$ cat config.mk
export PLATFORM = sky130hd
export DESIGN_NAME = change_dispenser
export DESIGN_NICKNAME = d
export VERILOG_FILES = /design/src/rtl/vend_pkg.sv /design/src/rtl/coin_select.sv /design/src/rtl/change_dispenser.sv
export SDC_FILE = /design/constraint.sdc
export NUM_CORES = 1
export LEC_CHECK = 0
export CAP_MARGIN = 20
export CORE_MARGIN = 3
export CORE_UTILIZATION = 55
export CTS_BUF_LIST = sky130_fd_sc_hd__clkbuf_4
export CTS_CLUSTER_DIAMETER = 200
export DETAILED_ROUTE_END_ITERATION = 10
export PLACE_DENSITY = 0.79
export RECOVER_POWER = 100
export SYNTH_ARGS = -nofsm -noshare
export SYNTH_HDL_FRONTEND = slang
export SYNTH_SLANG_ARGS = --single-unit
$ cat constraint.sdc
create_clock -name clk -period 2.97 [get_ports clk]
set_input_delay 0.594 -clock clk [delete_from_list [all_inputs] [get_ports clk]]
set_output_delay 0.594 -clock clk [all_outputs]
set_load 0.02 [all_outputs]
$ cat src/rtl/vend_pkg.sv
// vend_pkg: types and constants shared by the change dispenser.
//   coin_t       - ejector coin code (none/nickel/dime/quarter)
//   VAL_*        - coin values in cents
//   FAULT_*      - fault_code values
//   disp_state_t - dispenser FSM states
//   coin_value() - coin code to value in cents
package vend_pkg;

   typedef enum logic [1:0] {
      COIN_NONE    = 2'b00,
      COIN_NICKEL  = 2'b01,
      COIN_DIME    = 2'b10,
      COIN_QUARTER = 2'b11
   } coin_t;

   localparam logic [7:0] VAL_NICKEL  = 8'd5;
   localparam logic [7:0] VAL_DIME    = 8'd10;
   localparam logic [7:0] VAL_QUARTER = 8'd25;

   localparam logic [1:0] FAULT_OK      = 2'b00;
   localparam logic [1:0] FAULT_AMOUNT  = 2'b01;
   localparam logic [1:0] FAULT_STOCK   = 2'b10;
   localparam logic [1:0] FAULT_TIMEOUT = 2'b11;

   typedef enum logic [2:0] {
      ST_IDLE,
      ST_CHECK,
      ST_SELECT,
      ST_REQ,
      ST_FINISH
   } disp_state_t;

   function automatic logic [7:0] coin_value(input coin_t coin);
      case (coin)
         COIN_NICKEL:  coin_value = VAL_NICKEL;
         COIN_DIME:    coin_value = VAL_DIME;
         COIN_QUARTER: coin_value = VAL_QUARTER;
         default:      coin_value = 8'd0;
      endcase
   endfunction

endpackage

$ cat src/rtl/coin_select.sv
// coin_select: combinational greedy coin pick.
//   remaining          - cents still owed
//   stock_q/d/n        - coins on hand
//   coin_type          - largest coin that fits and is in stock
//   valid              - a coin was found
module coin_select
   import vend_pkg::*;
#(
   parameter int STOCK_W = 4
) (
   input  logic [7:0]         remaining,
   input  logic [STOCK_W-1:0] stock_q,
   input  logic [STOCK_W-1:0] stock_d,
   input  logic [STOCK_W-1:0] stock_n,
   output coin_t              coin_type,
   output logic               valid
);

   always_comb begin
      coin_type = COIN_NONE;
      valid     = 1'b0;
      if (remaining >= VAL_QUARTER && stock_q != '0) begin
         coin_type = COIN_QUARTER;
         valid     = 1'b1;
      end else if (remaining >= VAL_DIME && stock_d != '0) begin
         coin_type = COIN_DIME;
         valid     = 1'b1;
      end else if (remaining >= VAL_NICKEL && stock_n != '0) begin
         coin_type = COIN_NICKEL;
         valid     = 1'b1;
      end
   end

endmodule

$ cat src/rtl/change_dispenser.sv
// change_dispenser: pays out `amount` cents with quarters, dimes and nickels.
//   clk, reset_n        - clock, async active-low reset
//   start, amount       - request to dispense amount (ignored while busy)
//   refill              - set all stocks to full (IDLE only)
//   coin_req, coin_type - eject request to the coin ejector
//   coin_ack            - ejector confirms the drop
//   busy, done          - transaction active / one-cycle end pulse
//   fault_code          - 00 ok, 01 bad amount, 10 out of stock, 11 ack timeout
//   remaining           - cents still owed
//   stock_q/d/n         - coins on hand
//
// state  | meaning
// IDLE   | waiting for start; refill accepted here
// CHECK  | validate amount, detect completion
// SELECT | greedy coin pick
// REQ    | coin_req held until coin_ack or timeout
// FINISH | done pulse, back to IDLE
module change_dispenser
   import vend_pkg::*;
#(
   parameter int STOCK_W     = 4,
   parameter int TIMEOUT_CYC = 255
) (
   input  logic               clk,
   input  logic               reset_n,
   input  logic               start,
   input  logic [7:0]         amount,
   input  logic               refill,
   input  logic               coin_ack,
   output logic               coin_req,
   output logic [1:0]         coin_type,
   output logic               busy,
   output logic               done,
   output logic [1:0]         fault_code,
   output logic [7:0]         remaining,
   output logic [STOCK_W-1:0] stock_q,
   output logic [STOCK_W-1:0] stock_d,
   output logic [STOCK_W-1:0] stock_n
);

   localparam int                 WAIT_W     = $clog2(TIMEOUT_CYC + 1);
   localparam logic [WAIT_W-1:0]  WAIT_LOAD  = WAIT_W'(TIMEOUT_CYC);
   localparam logic [STOCK_W-1:0] STOCK_FULL = '1;

   disp_state_t        state, state_nxt;
   logic [WAIT_W-1:0]  wait_cnt, wait_nxt;
   logic               coin_req_nxt, busy_nxt, done_nxt;
   logic [1:0]         coin_type_nxt, fault_nxt;
   logic [7:0]         remaining_nxt;
   logic [STOCK_W-1:0] stock_q_nxt, stock_d_nxt, stock_n_nxt;
   coin_t              sel_coin;
   logic               sel_valid;

   coin_select #(.STOCK_W(STOCK_W)) u_coin_select (
      .remaining (remaining),
      .stock_q   (stock_q),
      .stock_d   (stock_d),
      .stock_n   (stock_n),
      .coin_type (sel_coin),
      .valid     (sel_valid)
   );

   always_comb begin
      state_nxt     = state;
      wait_nxt      = wait_cnt;
      coin_req_nxt  = coin_req;
      coin_type_nxt = coin_type;
      fault_nxt     = fault_code;
      remaining_nxt = remaining;
      stock_q_nxt   = stock_q;
      stock_d_nxt   = stock_d;
      stock_n_nxt   = stock_n;

      case (state)
         ST_IDLE: begin
            if (refill) begin
               stock_q_nxt = STOCK_FULL;
               stock_d_nxt = STOCK_FULL;
               stock_n_nxt = STOCK_FULL;
            end
            if (start) begin
               remaining_nxt = amount;
               fault_nxt     = FAULT_OK;
               state_nxt     = ST_CHECK;
            end
         end
         ST_CHECK: begin
            // after the first coin remaining stays a multiple of 5, so this
            // only ever fires on the amount as latched
            if ((remaining % 8'd5) != 8'd0) begin
               fault_nxt = FAULT_AMOUNT;
               state_nxt = ST_FINISH;
            end else if (remaining == 8'd0) begin
               state_nxt = ST_FINISH;
            end else begin
               state_nxt = ST_SELECT;
            end
         end
         ST_SELECT: begin
            if (sel_valid) begin
               coin_type_nxt = sel_coin;
               coin_req_nxt  = 1'b1;
               wait_nxt      = WAIT_LOAD;
               state_nxt     = ST_REQ;
            end else begin
               fault_nxt = FAULT_STOCK;
               state_nxt = ST_FINISH;
            end
         end
         ST_REQ: begin
            if (coin_ack) begin
               remaining_nxt = remaining - coin_value(coin_t'(coin_type));
               case (coin_t'(coin_type))
                  COIN_QUARTER: stock_q_nxt = stock_q - STOCK_W'(1);
                  COIN_DIME:    stock_d_nxt = stock_d - STOCK_W'(1);
                  COIN_NICKEL:  stock_n_nxt = stock_n - STOCK_W'(1);
                  default:      ;
               endcase
               coin_req_nxt  = 1'b0;
               coin_type_nxt = COIN_NONE;
               wait_nxt      = '0;
               state_nxt     = ST_CHECK;
            end else if (wait_cnt == WAIT_W'(1)) begin
               // terminal count: TIMEOUT_CYC cycles spent in REQ
               fault_nxt     = FAULT_TIMEOUT;
               coin_req_nxt  = 1'b0;
               coin_type_nxt = COIN_NONE;
               wait_nxt      = '0;
               state_nxt     = ST_FINISH;
            end else begin
               wait_nxt = wait_cnt - WAIT_W'(1);
            end
         end
         ST_FINISH: state_nxt = ST_IDLE;
         default:   state_nxt = ST_IDLE;
      endcase

      busy_nxt = (state_nxt != ST_IDLE);
      done_nxt = (state_nxt == ST_FINISH);
   end

   always_ff @(posedge clk or negedge reset_n) begin
      if (!reset_n) begin
         state      <= ST_IDLE;
         wait_cnt   <= '0;
         coin_req   <= 1'b0;
         coin_type  <= COIN_NONE;
         busy       <= 1'b0;
         done       <= 1'b0;
         fault_code <= FAULT_OK;
         remaining  <= 8'd0;
         stock_q    <= STOCK_FULL;
         stock_d    <= STOCK_FULL;
         stock_n    <= STOCK_FULL;
      end else begin
         state      <= state_nxt;
         wait_cnt   <= wait_nxt;
         coin_req   <= coin_req_nxt;
         coin_type  <= coin_type_nxt;
         busy       <= busy_nxt;
         done       <= done_nxt;
         fault_code <= fault_nxt;
         remaining  <= remaining_nxt;
         stock_q    <= stock_q_nxt;
         stock_d    <= stock_d_nxt;
         stock_n    <= stock_n_nxt;
      end
   end

endmodule

==> out/results.ini, run 1 <==
[outcome]
outcome=complete, but fails checks
violations_in_the_final_reports=capacitance limit, slew limit

[worst_setup_path]
critPathMaxFanout=8
cp-start-kind=flop
crit_path_buf_inv_count=0
rr_startpoint=remaining[3]$_DFFE_PN0P_
worstPathCellList=nand2b_2 -> or3_1 -> a32oi_2 -> nor2_1 -> ha_1 -> a21oi_1 -> o21bai_1 -> o211a_1 -> nor2_1 -> o32a_1
data_required_critical_path_ns=3.22
worst_setup_path_end_kind=flop
category_of_cells_accounting_for_the_largest_share_of_critical_path_delay=compound AO/OA/AOI/OAI gates
crit_path_frequent_cell=nor2_1
reg2reg_depth=10
reg2reg_setup_slack_ns=0.20
slowest_stage=dfrtp_2
worst_ep_arrival_time_ns=3.02
worst_path_largest_cell_delay_ns=0.47
crit-reg2reg-capture=done$_DFF_PN0_
worst-setup-path-type=reg2reg

[yosys]
synthCells=373
synth.yosys.warnings=0
post_syn_nets=399
synth_flop_cell=dfrtp_1
synth-seq-area-share_pct=31.9
postSynthAreaPerCell_sq_um=8.12
yosys.area.top_type_share_pct=21.5
number_of_enable_flip_flop_cells_after_synthesis=0
netlist.top_cell.by_area=dfrtp_1
ys_ff_latch=38
yosysUniqueCellTypes=72
synth_area_leaders=dfrtp_1 (21%), dfstp_2 (10%), nor2_1 (6.9%)
async_reset_ff_share_pct=100
netlist_area_sq_mm=0.00303

[clock_network]
cts_inserted_buffers=5
cts.clk_slew.worst_paths_ns=0.12
cts_max_path_buffers=2
insertion_delay_ns=0.35
cts_hold_repair.buffers=0
cts_sinks=38
clock_tree.htree_level_count=2
root_buffer=clkbuf_4
tritoncts=done

[timing]
setup_tns_ns=0
total_count_of_max_transition_violations_in_the_final_report=39
timing.final.crit_period_ns=2.77
timing.final.crit_share_pct=93.3
fin_worst_skew_ns=0.0130
report.final.setup_viol=0
tightestPinTransition_ns=2.01
worst_slew_slack_as_a_fraction_of_its_limit_pct=-34.2
fmax_mhz=361
report.final.hold_viol_count=0
final.setup.worst_slack_ns=0.200

[placement]
placedInstanceArea_sq_mm=0.00348
dp_hpwl_um=5590
gp_congestion=0.877
place.port_buffers=39
dp_slack_ns=0.186

[power]
cellLeakagePower_nw=1.48
vdd_drop_max_uv=486
cellPowerDensity_mw_per_mm2=1050
p_total_mw=3.75

[finish]
final_util_pct=68.7
diodes=0
drive_gt1_share_pct=12.8
fin_nets=439
finish.instance_area_sq_mm=0.00357
layout-area-overhead-vs-synth_pct=18.0
fillCellCount=440

[global_routing]
grt_use_total_pct=25.6
first_pass_grt_wire_length_um=13000
grt_start_max_net_pins=39
grt_remaining_overflow=0
grt_pass1_vias=2723
number_of_antenna_violations_at_the_first_check_in_global_routing=0

[routing]
wire_per_inst_um=15.6
finalWirelength_um=7530
via_per_inst=5.98
route.vias.total=2895
drcViolationCount=0
detail_route.iter0.violations=170
postRouteAntennaNets=0
dr.pass1.iters=4

[min_path]
min-delay-path-class=reg2reg
holdPathEnd=coin_req$_DFFE_PN0P_
min_delay_startpoint=coin_req$_DFFE_PN0P_
min_path_cells=1

[floorplan]
fp.dieArea_sq_mm=0.00643
floorplan.rows=26
die_x_um=80.2
initial_core_utilization_pct=58.2
core_region_area_sq_mm=0.00520
die_y_um=80.2
boundaryPins=40

[run]
cap_violations=1

[Yosys cell counts (3+ instances only)]
library cell,number
nor2b_1,7
nor4_1,4
xnor2_1,3
o32a_1,3
o22ai_1,4
o31a_1,4
o31ai_1,5
a22oi_1,3
clkbuf_1,9
and2_1,3
nand2b_1,14
a21oi_1,34
o21ai_0,24
dfrtp_1,26
buf_4,7
o22a_1,3
nor2_1,56
and3b_1,3
inv_1,17
nor3b_1,4
nand2_1,33
a31oi_1,3
nor3_1,8
nand3_1,5
or3_1,4
ha_1,12
dfstp_2,12
a21o_1,4
a21boi_0,5
o21a_1,3
[area by class of cell]
class	instances	area, sq um	area share, %
Clock buffer	7	52.6	1.47
Inverter	17	63.8	1.79
Timing Repair Buffer	52	478	13.4
Tap cell	70	87.6	2.45
Multi-Input combinational cell	299	1890	52.9
Clock inverter	1	30.0	0.840
Sequential cell	38	970	27.1
[layer usage]
layer | vias up | global-route usage (%) | share of wire [%]
li1 | 1426 | - | -
met1 | 1375 | 34.9 | 46
met2 | 78 | 42.1 | 48
met3 | 16 | 3.59 | 3.7
met4 | 0 | 7.60 | 2.0
met5 | - | 0 | 0
[per-stage QoR]
stage                     hold WS (ns)  instances
after global routing             0.521        484
after detailed placement         0.474        475
final                            0.490        484
after CTS                        0.355        483
after global placement           0.462        475
after floorplan                  0.298        373
[registers in the layout (all words and copies together) (netlist names)]
signal / cells
remaining: 8
wait_cnt: 8
stock_d: 4
stock_n: 4
stock_q: 4
state: 3
coin_type: 2
fault_code: 2
busy: 1
coin_req: 1
done: 1
[worst max-delay path by stage]
| stage | start | end | slack, ns | cells past startpoint |
|---|---|---|---|---|
| global placement | remaining[3]$_DFFE_PN0P_ | done$_DFF_PN0_ | 0.31 | 10 |
| global route | remaining[5]$_DFFE_PN0P_ | done$_DFF_PN0_ | -0.04 | 10 |
| floorplan | remaining[4]$_DFFE_PN0P_ | done$_DFF_PN0_ | 0.34 | 11 |
| finish | remaining[3]$_DFFE_PN0P_ | done$_DFF_PN0_ | 0.20 | 10 |
| CTS | remaining[3]$_DFFE_PN0P_ | done$_DFF_PN0_ | 0.19 | 11 |
| detailed placement | remaining[3]$_DFFE_PN0P_ | done$_DFF_PN0_ | 0.19 | 11 |
[cells by family after synthesis]
| group | count (synthesis) | synth area share [%] |
|---|---|---|
| simple gates | 160 | 27.7 |
| compound gates | 120 | 27.2 |
| flops | 38 | 31.9 |
| fa+ha+maj | 13 | 5.62 |
| buf+inv | 36 | 5.66 |
| xor+xnor | 4 | 1.16 |
| mux | 2 | 0.702 |
[placed cells by master (no fill, tap or decap), types with 3 or more instances in the layout]
cell / n
dfstp_2: 12
nand2b_1: 14
o31ai_1: 5
nand2_1: 33
inv_1: 17
clkdlybuf4s50_1: 12
and2_1: 3
or3_1: 4
nor2_1: 56
nor3_1: 9
dfrtp_1: 23
clkbuf_4: 7
ha_1: 12
o22a_1: 3
buf_4: 12
o22ai_1: 4
xnor2_1: 3
o21ai_0: 24
dfrtp_2: 3
o21a_1: 3
and3b_1: 3
nor4_1: 4
nand3_1: 5
nor2b_1: 7
a21boi_0: 5
a21oi_1: 34
o32a_1: 3
nor3b_1: 4
a21o_1: 4
a31oi_1: 3
a22oi_1: 3
dlygate4sd3_1: 26
o31a_1: 4
[where the power goes]
group	internal (mW)	switching, mW	leakage, nW
Combinational	1.05	1.32	1.00
Sequential	0.708	0.294	0.428
Clock	0.197	0.181	0.0463
[repair_timing]
action                                  in CTS  in global routing
setup buffers                                0                  1
endpoints found under the setup margin       0                  4
gates resized for setup                      0                  4
Power figures use the tool's default switching activity.
==> run 2: changes to the inputs <==
Settings changed: ABC_AREA set to 1, CTS_CLUSTER_SIZE set to 16, PLACE_DENSITY 0.79 to 0.8.
==> run 2 against run 1 <==
Compared with the run above: the flow finishes with violations (capacitance limit, slew limit, setup timing); maximum frequency shrank 7.4%; hold slack is essentially flat; first-iteration DRC count down 36%; synthesized cell count rose by 2.7%; critical path depth grew 16.
==> out/results.ini, run 2 <==
[floorplan]
die_y_um=76.9  ; was 80.2 um
floorplan.rows=25  ; was 26
initial_core_utilization_pct=57.8  ; was 58.2%
fp.dieArea_sq_mm=0.00592  ; was 0.00643 sq mm
core_region_area_sq_mm=0.00479  ; was 0.00520 sq mm
boundaryPins=40  ; unchanged
die_x_um=76.9  ; was 80.2 um

[clock_network]
clock_tree.htree_level_count=2  ; unchanged
cts.clk_slew.worst_paths_ns=0.13  ; was 0.12 ns
cts_inserted_buffers=5  ; unchanged
insertion_delay_ns=0.37  ; was 0.35 ns
root_buffer=clkbuf_4  ; unchanged
cts_max_path_buffers=2  ; unchanged
tritoncts=done  ; unchanged
cts_sinks=38  ; unchanged

[timing]
final.setup.worst_slack_ns=-0.0214  ; was 0.200 ns
timing.final.crit_period_ns=2.99  ; was 2.77 ns
tightestPinTransition_ns=2.03  ; was 2.01 ns
report.final.setup_viol=5  ; was 0
rsz_0062_raised_after_global_routing=yes
total_count_of_max_transition_violations_in_the_final_report=39  ; unchanged
report.final.hold_viol_count=0  ; unchanged
fmax_mhz=334  ; was 361 MHz
fin_worst_skew_ns=0.0118  ; was 0.0130 ns
worst_slew_slack_as_a_fraction_of_its_limit_pct=-35.2  ; was -34.2%
holdWs_ns=0.490  ; about the same
timing.final.crit_share_pct=101  ; was 93.3%

[worst_setup_path]
cp-start-kind=flop  ; unchanged
worst-setup-path-type=reg2reg  ; unchanged
worst_ep_arrival_time_ns=3.26  ; was 3.02 ns
data_required_critical_path_ns=3.24  ; was 3.22 ns
critPathMaxFanout=7  ; was 8
reg2reg_depth=26  ; was 10
worst_setup_path_end_kind=flop  ; unchanged

[global_routing]
number_of_antenna_violations_at_the_first_check_in_global_routing=0  ; unchanged
grt_use_total_pct=24.2  ; was 25.6%
grt_start_max_net_pins=39  ; unchanged
grt_pass1_vias=2698  ; was 2,723
grt_remaining_overflow=0  ; unchanged
first_pass_grt_wire_length_um=11600  ; was 13,000 um

[run]
cap_violations=1  ; unchanged

[finish]
register_area_sq_um=971  ; was 970 sq um
layout-area-overhead-vs-synth_pct=29.8  ; was 18.0%
fillCellCount=385  ; was 440
multi_input_logic_area_sq_mm=0.00162  ; was 0.00189 sq mm
diodes=0  ; unchanged
drive_gt1_share_pct=20.5  ; was 12.8%
layout_commonest_cell=inv_1  ; was nor2_1
largestRegisters=remaining (8), wait_cnt (8)  ; unchanged
layout_common_cells=inv_1 (59), nand2_1 (58), nor2_1 (41), o21ai_0 (30), clkdlybuf4s50_1 (28)  ; was nor2_1 (56), a21oi_1 (34), nand2_1 (33), dlygate4sd3_1 (26), o21ai_0 (24)
fin_nets=474  ; was 439
final_util_pct=75.0  ; was 68.7%

[min_path]
min-delay-path-class=reg2reg  ; unchanged
min_path_cells=2  ; was 1

[routing]
wire_per_inst_um=13.1  ; was 15.6 um
route.vias.total=2739  ; was 2,895
dr.pass1.iters=5  ; was 4
drcViolationCount=0  ; unchanged
via_per_inst=5.31  ; was 5.98
finalWirelength_um=6780  ; was 7530 um
postRouteAntennaNets=0  ; unchanged
detail_route.iter0.violations=108  ; was 170

[yosys]
yosysUniqueCellTypes=38  ; was 72
post_syn_nets=409  ; was 399
netlist_area_sq_mm=0.00277  ; was 0.00303 sq mm
postSynthAreaPerCell_sq_um=7.22  ; was 8.12 sq um
ys_ff_latch=38  ; unchanged
yosys.area.top_type_share_pct=23.5  ; was 21.5%
netlist.top_cell.by_area=dfrtp_1  ; unchanged
async_reset_ff_share_pct=100  ; unchanged
synth_flop_cell=dfrtp_1  ; unchanged
synth_area_leaders=dfrtp_1 (24%), dfstp_2 (11%), nand2_1 (8.7%)  ; was dfrtp_1 (21%), dfstp_2 (10%), nor2_1 (6.9%)
number_of_enable_flip_flop_cells_after_synthesis=0  ; unchanged
synthCells=383  ; was 373
synth.yosys.warnings=0  ; unchanged
synthTopCellsByCount=nand2_1 (64), inv_1 (61), nor2_1 (41)  ; was nor2_1 (56), a21oi_1 (34), nand2_1 (33)
synth-seq-area-share_pct=34.9  ; was 31.9%
post-synth-top-count-cell=nand2_1  ; was nor2_1

[outcome]
violations_in_the_final_reports=capacitance limit, slew limit, setup timing  ; was capacitance limit, slew limit
outcome=complete, but fails checks  ; unchanged

[placement]
gp_congestion=0.901  ; was 0.877
place.port_buffers=39  ; unchanged
dp_slack_ns=-0.101  ; was 0.186 ns
dp_hpwl_um=4780  ; was 5590 um

-- run 2: cell count changes in the layout (fill, tap and decap cells not counted), moves of 14 or more --
cell             previous run  this run
dlygate4sd3_1              26        10
a21oi_1                    34        18
clkdlybuf4s50_1            12        28
inv_1                      17        59
nand3_1                     5        22
nand2_1                    33        58
nor2_1                     56        41
nand2b_1                   14         0
-- run 2: final cells by class --
| cell class | instances | share of cell area [%] |
|---|---|---|
| clock buffer | 5 | 1.05 |
| clock inverter | 3 | 1.78 |
| inverter | 67 | 7.04 |
| multi-input combinational | 273 | 45.1 |
| sequential | 38 | 27.0 |
| tap | 67 | 2.33 |
| timing repair buffer | 63 | 15.7 |
-- run 2: logic make-up after synthesis --
family                   count (synthesis)  synth area share, %
AO/OA/AOI/OAI                           78                 16.4
AND/OR/NAND/NOR                        175                 30.5
flip-flops                              38                 34.9
adder cells (fa/ha/maj)                 13                 6.15
XOR/XNOR                                 7                 2.22
buffers and inverters                   72                 9.77
-- run 2: worst paths after layout --
| kind | to | startpoint | slack [ns] |
|---|---|---|---|
| max in group asynchronous | remaining[7]$_DFFE_PN0P_ | reset_n | 0.87 |
| max reg2reg | done$_DFF_PN0_ | remaining[7]$_DFFE_PN0P_ | -0.02 |
| min in group asynchronous | wait_cnt[3]$_DFFE_PN0P_ | reset_n | 0.79 |
| min reg2reg | fault_code[1]$_DFFE_PN0P_ | fault_code[1]$_DFFE_PN0P_ | 0.49 |
| min | fault_code[1]$_DFFE_PN0P_ | fault_code[1]$_DFFE_PN0P_ | 0.49 |
| max | done$_DFF_PN0_ | remaining[7]$_DFFE_PN0P_ | -0.02 |
-- run 2: stage by stage --
stage / area (sq um) / std cells / setup TNS, ns
after floorplan: 2770 / 383 / 0
after global placement: 3310 / 497 / 0
after detailed placement: 3310 / 497 / -0.401
after CTS: 3510 / 513 / -0.0113
after global routing: 3590 / 516 / -1.24
final: 3590 / 516 / -0.0824
-- run 2: routing by layer --
| layer | vias up | share of wire (%) | track usage [%] |
|---|---|---|---|
| met3 | 8 | 3.0 | 3.05 |
| li1 | 1399 | - | - |
| met2 | 51 | 52 | 42.4 |
| met1 | 1281 | 44 | 29.0 |
| met5 | - | 0 | 0 |
| met4 | 0 | 0.97 | 12.0 |
-- run 2: what timing repair did --
item                                    4_1_cts  5_1_grt
buffers inserted                              8        3
endpoints found under the setup margin        5        5
hold buffers                                  0        0
resized for setup                            10       17
gates cloned                                  0        0
endpoints found under the hold margin         0        0
pin swaps                                    13       13
-- run 2: worst max-delay path, stage by stage (launching register included) --
cell,delay (ns)
dfrtp_2,0.47
a21o_1,0.21
nand2_2,0.10
nand3_4,0.11
nand2_4,0.09
nand2_2,0.05
nand2_2,0.06
inv_2,0.04
nand2_4,0.09
nand2_4,0.06
nand2_2,0.06
nand2_2,0.07
inv_2,0.06
nand2_2,0.07
nand2_4,0.07
nand2_2,0.05
and2_4,0.15
buf_4,0.14
ha_2,0.18
o21ai_1,0.15
nand2_1,0.08
nand2_1,0.10
nand3_2,0.09
nor2_4,0.14
o21ai_1,0.08
nand2_1,0.08
nand2_1,0.05
Power of run 2 is left out: the tool's default activity adds up to more than one toggle a clock period on the data nets, which glitch-free logic cannot reach.
